### config.mk
export PLATFORM = sky130hd
export DESIGN_NAME = mdio_arbiter
export DESIGN_NICKNAME = d
export VERILOG_FILES = /design/src/rtl/mdio_arbiter.sv
export SDC_FILE = /design/constraint.sdc
export NUM_CORES = 1
export LEC_CHECK = 0
export ABC_AREA = 1
export ABC_CLOCK_PERIOD_IN_PS = 3300
export CORE_MARGIN = 2
export CORE_UTILIZATION = 40
export CTS_BUF_LIST = sky130_fd_sc_hd__clkbuf_2 sky130_fd_sc_hd__clkbuf_4 sky130_fd_sc_hd__clkbuf_8
export CTS_CLUSTER_DIAMETER = 80
export DETAILED_ROUTE_END_ITERATION = 8
export PLACE_DENSITY = 0.73
export SETUP_SLACK_MARGIN = 0.02
export SLEW_MARGIN = 10
export SYNTH_ARGS = -nofsm -noshare
export SYNTH_HDL_FRONTEND = slang
export SYNTH_SLANG_ARGS = --single-unit
### constraint.sdc
create_clock -name clk -period 3.3 [get_ports clk]
set_clock_uncertainty 0.15 [all_clocks]
set_input_delay 0.66 -clock clk [delete_from_list [all_inputs] [get_ports clk]]
set_output_delay 0.66 -clock clk [all_outputs]
set_load 0.02 [all_outputs]
### src/rtl/mdio_arbiter.sv
// mdio_arbiter: round-robin share of one Clause-22 MDIO master.
// Build option MDIO_ARB_TIMEOUT_EN adds a read timeout that raises rsp_err.
module mdio_arbiter #(
  parameter int NUM_REQ     = 4,
  parameter int START_CYC   = 2,
  parameter int WR_CYCLES   = 140,
  parameter int TIMEOUT_CYC = 1023
) (
  input  logic                  clk,
  input  logic                  reset,
  input  logic [NUM_REQ-1:0]    req,
  input  logic [NUM_REQ-1:0]    req_we,
  input  logic [5*NUM_REQ-1:0]  req_phy,
  input  logic [5*NUM_REQ-1:0]  req_reg,
  input  logic [16*NUM_REQ-1:0] req_wdata,
  output logic [NUM_REQ-1:0]    grant,
  output logic [NUM_REQ-1:0]    rsp_valid,
  output logic [15:0]           rsp_data,
  output logic                  rsp_err,
  output logic                  busy,
  output logic                  m_reset_n,
  output logic                  m_start,
  output logic [31:0]           m_t_data,
  input  logic                  m_data_rdy,
  input  logic [15:0]           m_rd_data
);

  localparam int IW = $clog2(NUM_REQ);
  localparam int CW = 16;

  typedef enum logic [2:0] {
    S_IDLE,
    S_LOAD,
    S_START,
    S_WAIT_WR,
    S_WAIT_RD,
    S_RESP
  } state_e;

  state_e              state_q;
  logic [IW-1:0]       last_q;
  logic [NUM_REQ-1:0]  grant_q;
  logic [NUM_REQ-1:0]  rsp_valid_q;
  logic [15:0]         rsp_data_q;
  logic                m_reset_n_q;
  logic                m_start_q;
  logic [31:0]         t_data_q;
  logic                we_q;
  logic                prev_q;
  logic [CW-1:0]       cnt_q;

  logic                pick_vld;
  logic [IW-1:0]       pick_idx;
  int                  j;
  logic [31:0]         frm_a [NUM_REQ];

  // Scan from the farthest offset down so the nearest one after last wins.
  always_comb begin
    pick_vld = 1'b0;
    pick_idx = '0;
    j        = 0;
    for (int i = NUM_REQ; i >= 1; i--) begin
      j = (int'(last_q) + i) % NUM_REQ;
      if (req[IW'(j)]) begin
        pick_vld = 1'b1;
        pick_idx = IW'(j);
      end
    end
  end

  always_comb begin
    for (int k = 0; k < NUM_REQ; k++) begin
      frm_a[k] = {2'b01,
                  req_we[k] ? 2'b01 : 2'b10,
                  req_phy[5*k +: 5],
                  req_reg[5*k +: 5],
                  2'b10,
                  req_we[k] ? req_wdata[16*k +: 16] : 16'h0000};
    end
  end

`ifdef MDIO_ARB_TIMEOUT_EN
  logic rsp_err_q;
`endif

  always_ff @(posedge clk) begin
    if (!reset) begin
      state_q     <= S_IDLE;
      last_q      <= IW'(NUM_REQ-1);
      grant_q     <= '0;
      rsp_valid_q <= '0;
      rsp_data_q  <= '0;
      m_reset_n_q <= 1'b0;
      m_start_q   <= 1'b0;
      t_data_q    <= '0;
      we_q        <= 1'b0;
      prev_q      <= 1'b1;
      cnt_q       <= '0;
`ifdef MDIO_ARB_TIMEOUT_EN
      rsp_err_q   <= 1'b0;
`endif
    end else begin
      rsp_valid_q <= '0;
      unique case (state_q)
        S_IDLE: begin
          m_reset_n_q <= 1'b1;
          if (pick_vld) begin
            grant_q     <= NUM_REQ'(1) << pick_idx;
            last_q      <= pick_idx;
            we_q        <= req_we[pick_idx];
            t_data_q    <= frm_a[pick_idx];
            m_reset_n_q <= 1'b0;
            state_q     <= S_LOAD;
          end
        end
        S_LOAD: begin
          m_reset_n_q <= 1'b1;
          m_start_q   <= 1'b1;
          prev_q      <= 1'b1;
          cnt_q       <= '0;
`ifdef MDIO_ARB_TIMEOUT_EN
          rsp_err_q   <= 1'b0;
`endif
          state_q     <= S_START;
        end
        S_START: begin
          if (cnt_q == CW'(START_CYC-1)) begin
            m_start_q <= 1'b0;
            cnt_q     <= '0;
            state_q   <= we_q ? S_WAIT_WR : S_WAIT_RD;
          end else begin
            cnt_q <= cnt_q + 1'b1;
          end
        end
        S_WAIT_WR: begin
          if (cnt_q == CW'(WR_CYCLES-1)) begin
            rsp_valid_q <= grant_q;
            state_q     <= S_RESP;
          end else begin
            cnt_q <= cnt_q + 1'b1;
          end
        end
        S_WAIT_RD: begin
          prev_q <= m_data_rdy;
          if (m_data_rdy && !prev_q) begin
            rsp_data_q  <= m_rd_data;
            rsp_valid_q <= grant_q;
            state_q     <= S_RESP;
`ifdef MDIO_ARB_TIMEOUT_EN
          end else if (cnt_q == CW'(TIMEOUT_CYC-1)) begin
            rsp_data_q  <= 16'hFFFF;
            rsp_err_q   <= 1'b1;
            rsp_valid_q <= grant_q;
            state_q     <= S_RESP;
`endif
          end else begin
            cnt_q <= cnt_q + 1'b1;
          end
        end
        S_RESP: begin
          grant_q <= '0;
          state_q <= S_IDLE;
        end
        default: state_q <= S_IDLE;
      endcase
    end
  end

  assign grant     = grant_q;
  assign rsp_valid = rsp_valid_q;
  assign rsp_data  = rsp_data_q;
  assign busy      = (state_q != S_IDLE);
  assign m_reset_n = m_reset_n_q;
  assign m_start   = m_start_q;
  assign m_t_data  = t_data_q;
`ifdef MDIO_ARB_TIMEOUT_EN
  assign rsp_err   = rsp_err_q;
`else
  assign rsp_err   = 1'b0;
`endif

endmodule
==> results.md <==
* Final layout net count at 1,180
* CP max stage cell: clkdlybuf4s50_1
* DP Wirelength at 11.3 mm
* Share of cells above drive strength 1 at 4.94%
* ANT cells at 0
* Compound-Gate Fraction of Synth Area at 6.51%
* Top-count cell post-synth: nand2_1
* Synth top area share at 29.4%
* Max-Slew Margin vs Limit at 33.9%
* CTS root buf: clkbuf_8
* Port Buf Inserts at 187
* Die X at 119 um
* First-pass GRT wire length at 25.6 mm
* Critical path peak fanout at 55
* Asr flop ratio synth at 0%
* Num rows at 41
* Setup tns final at 0 ps
* Fill count at 1,307
* Drt pass-1 iters at 5
* Area leader, netlist: dfxtp_1
* R2r worst-path depth at 15
* Hold Crit Depth at 2
* Post-CTS Setup Bufs at 0
* Vias per cell at 4.72
* Clock transition at path regs at 80 ps
* F_max at 378 MHz
* Largest net degree at the start of global routing at 56
* Worst Path Class, Setup: in2reg
* Core area at 12,700 um2
* XOR/XNOR Fraction of Synth Area at 1.84%
* Max rail drop VDD at 0.594 mV
* Final period utilization at 80.1%
* CTS tree: yes
* Mapped Area at 5250 um2
* Status: completed
* Post-synthesis simple-gate area fraction at 46.0%
* RePlAce Congestion at 0.902
* # H-tree levels at 3
* Worst path cell trace: clkdlybuf4s50_1, inv_1, o21ai_2, nand2_1, nand2_1, nand2_2, nand2_2, nand2_4, nand2_4, nand2_1, nand3_1, nand3_1, nand2_1, inv_1
* Setup violations, final at 0
* Vias in the first global route at 5,444
* Top post-synthesis cells by area: dfxtp_1, nand2_1, inv_1
* Routed wire length at 15.5 mm
* Post-synth EDFFs at 0
* GRT Util Overall at 22.1%
* Number of buffers created by CTS at 9
* PostCTS Resize Cnt at 0
* Crit. End Element: flop
* CP max stage delay at 490 ps
* Yosys reg bits at 77
* Ys Warns at 0
* Die footprint at 14,100 um2
* Hold Buf Count CTS at 0
* Req. time, crit path at 3420 ps
* Top cell by count, worst path: nand2_1
* Pins Over Slew Limit at 0
* Adder-cell share of the synthesized area at 0.477%
* # IOs at 191
* Startpoint Class: input pin
* DRT antenna net count at 0
* Wire per inst at 12.7 um
* Area delta synth->final at 39.1%
* Final hold vios at 0
* Main combinational cell family by area after synthesis: simple AND/OR/NAND/NOR gates
* Sequential fraction of the synthesis area at 29.4%
* Distinct cells, synth at 38
* MaxCap Viol Count at 0
* Worst Max-Slew Pin Slew at 988 ps
* DRC violations left at 0
* Initial antenna violation count at 0
* Max Root-Sink Buffers at 2
* RSZ-0062 raised after global routing: false
* Post-synth top flop: dfxtp_1
* Leakage power at 0.00359 uW
* Worst Hold Class: reg2reg
* Syn Area/Cell at 5.89 um2
* Critical Path AT at 2760 ps
* Post-synthesis mux area share at 0%
* Die Ht at 119 um
* GRT overflow at 0
* CTS Sinks at 77
* Worst-Skew Late Latency at 360 ps
* 1st-iter DRT viols at 266
* Final critical-path required period at 2640 ps
* Initial Utilization at 41.3%
* Synth Instances at 892
* Pwr Density at 734 nW/um2
* DR vias at 5,775
* Synth top cells by count: nand2_1, inv_1, nand3_1
* Post-layout util at 57.4%
==> placed cells by master, fill, tap and decap left out, types with 3 or more instances in the layout <==
cell               n
a21oi_1           28
nand4_1            5
clkbuf_8           9
conb_1             3
clkdlybuf4s50_1  186
o21ai_0           23
xor2_1            11
nand2_2            9
nand3b_1          40
nand2_1          324
clkinvlp_4         3
nor2_2             3
nor3_1             9
buf_4              6
dfxtp_1           77
nand3_1           85
inv_1            128
inv_2              7
nor2_1            66
==> state kept, by name (all words and copies together) (netlist names) <==
name	cells
last_q	2
m_t_data	29
rsp_valid	4
m_reset_n	1
rsp_data	16
cnt_q	16
prev_q	1
grant	4
m_start	1
state_q	3
==> cells by family after synthesis <==
family | count (synthesis)
simple gates | 549
buf+inv | 190
fa+ha+maj | 2
compound gates | 62
other cells | 1
xor+xnor | 11
flops | 77
==> power by group <==
part           internal, uW  switching, uW  total [uW]
Sequential             1140            144        1290
Clock                   351            384         736
Combinational          1210           2130        3340
Total                  2700           2660        5360
==> routing by layer <==
layer | vias up | track usage [%] | routed length [um]
li1 | 3031 | - | -
met1 | 2538 | 27.0 | 6980
met2 | 183 | 36.8 | 7040
met3 | 23 | 5.89 | 1030
met4 | 0 | 8.71 | 473
met5 | - | 0 | 0
==> final cells by class <==
type	instances	area, um2	area share (%)
Multi-Input combinational cell	627	2890	39.6
Timing Repair Buffer	194	1930	26.4
Sequential cell	77	1540	21.1
Inverter	138	526	7.19
Tap cell	172	215	2.95
Clock buffer	9	124	1.70
Clock inverter	7	75.1	1.03
==> critical path, delay by kind of cell <==
| family | cells | cell delay [ps] |
|---|---|---|
| simple gates | 10 | 1300 |
| buf+inv | 3 | 600 |
| compound gates | 1 | 160 |
==> worst paths after layout <==
path                  start            to  slack (ps)
setup reg to reg  last_q[0]   m_t_data[3]         820
hold reg to reg    grant[2]  rsp_valid[2]         330
hold / removal     grant[2]  rsp_valid[2]         330
setup / recovery     req[3]  m_t_data[26]         660
==> per-stage QoR <==
step                setup slack (ps)  power [uW]  hold slack, ps  cells  instance area, um2
global placement                 299        4640             307   1208                7110
global route                     376        5830             340   1224                7300
detailed placement               269        4650             312   1208                7110
CTS                              661        5410             325   1224                7300
floorplan                       1290        3750             295    894                5260
finish                           655        5360             325   1224                7300
Power figures use the tool's default switching activity.
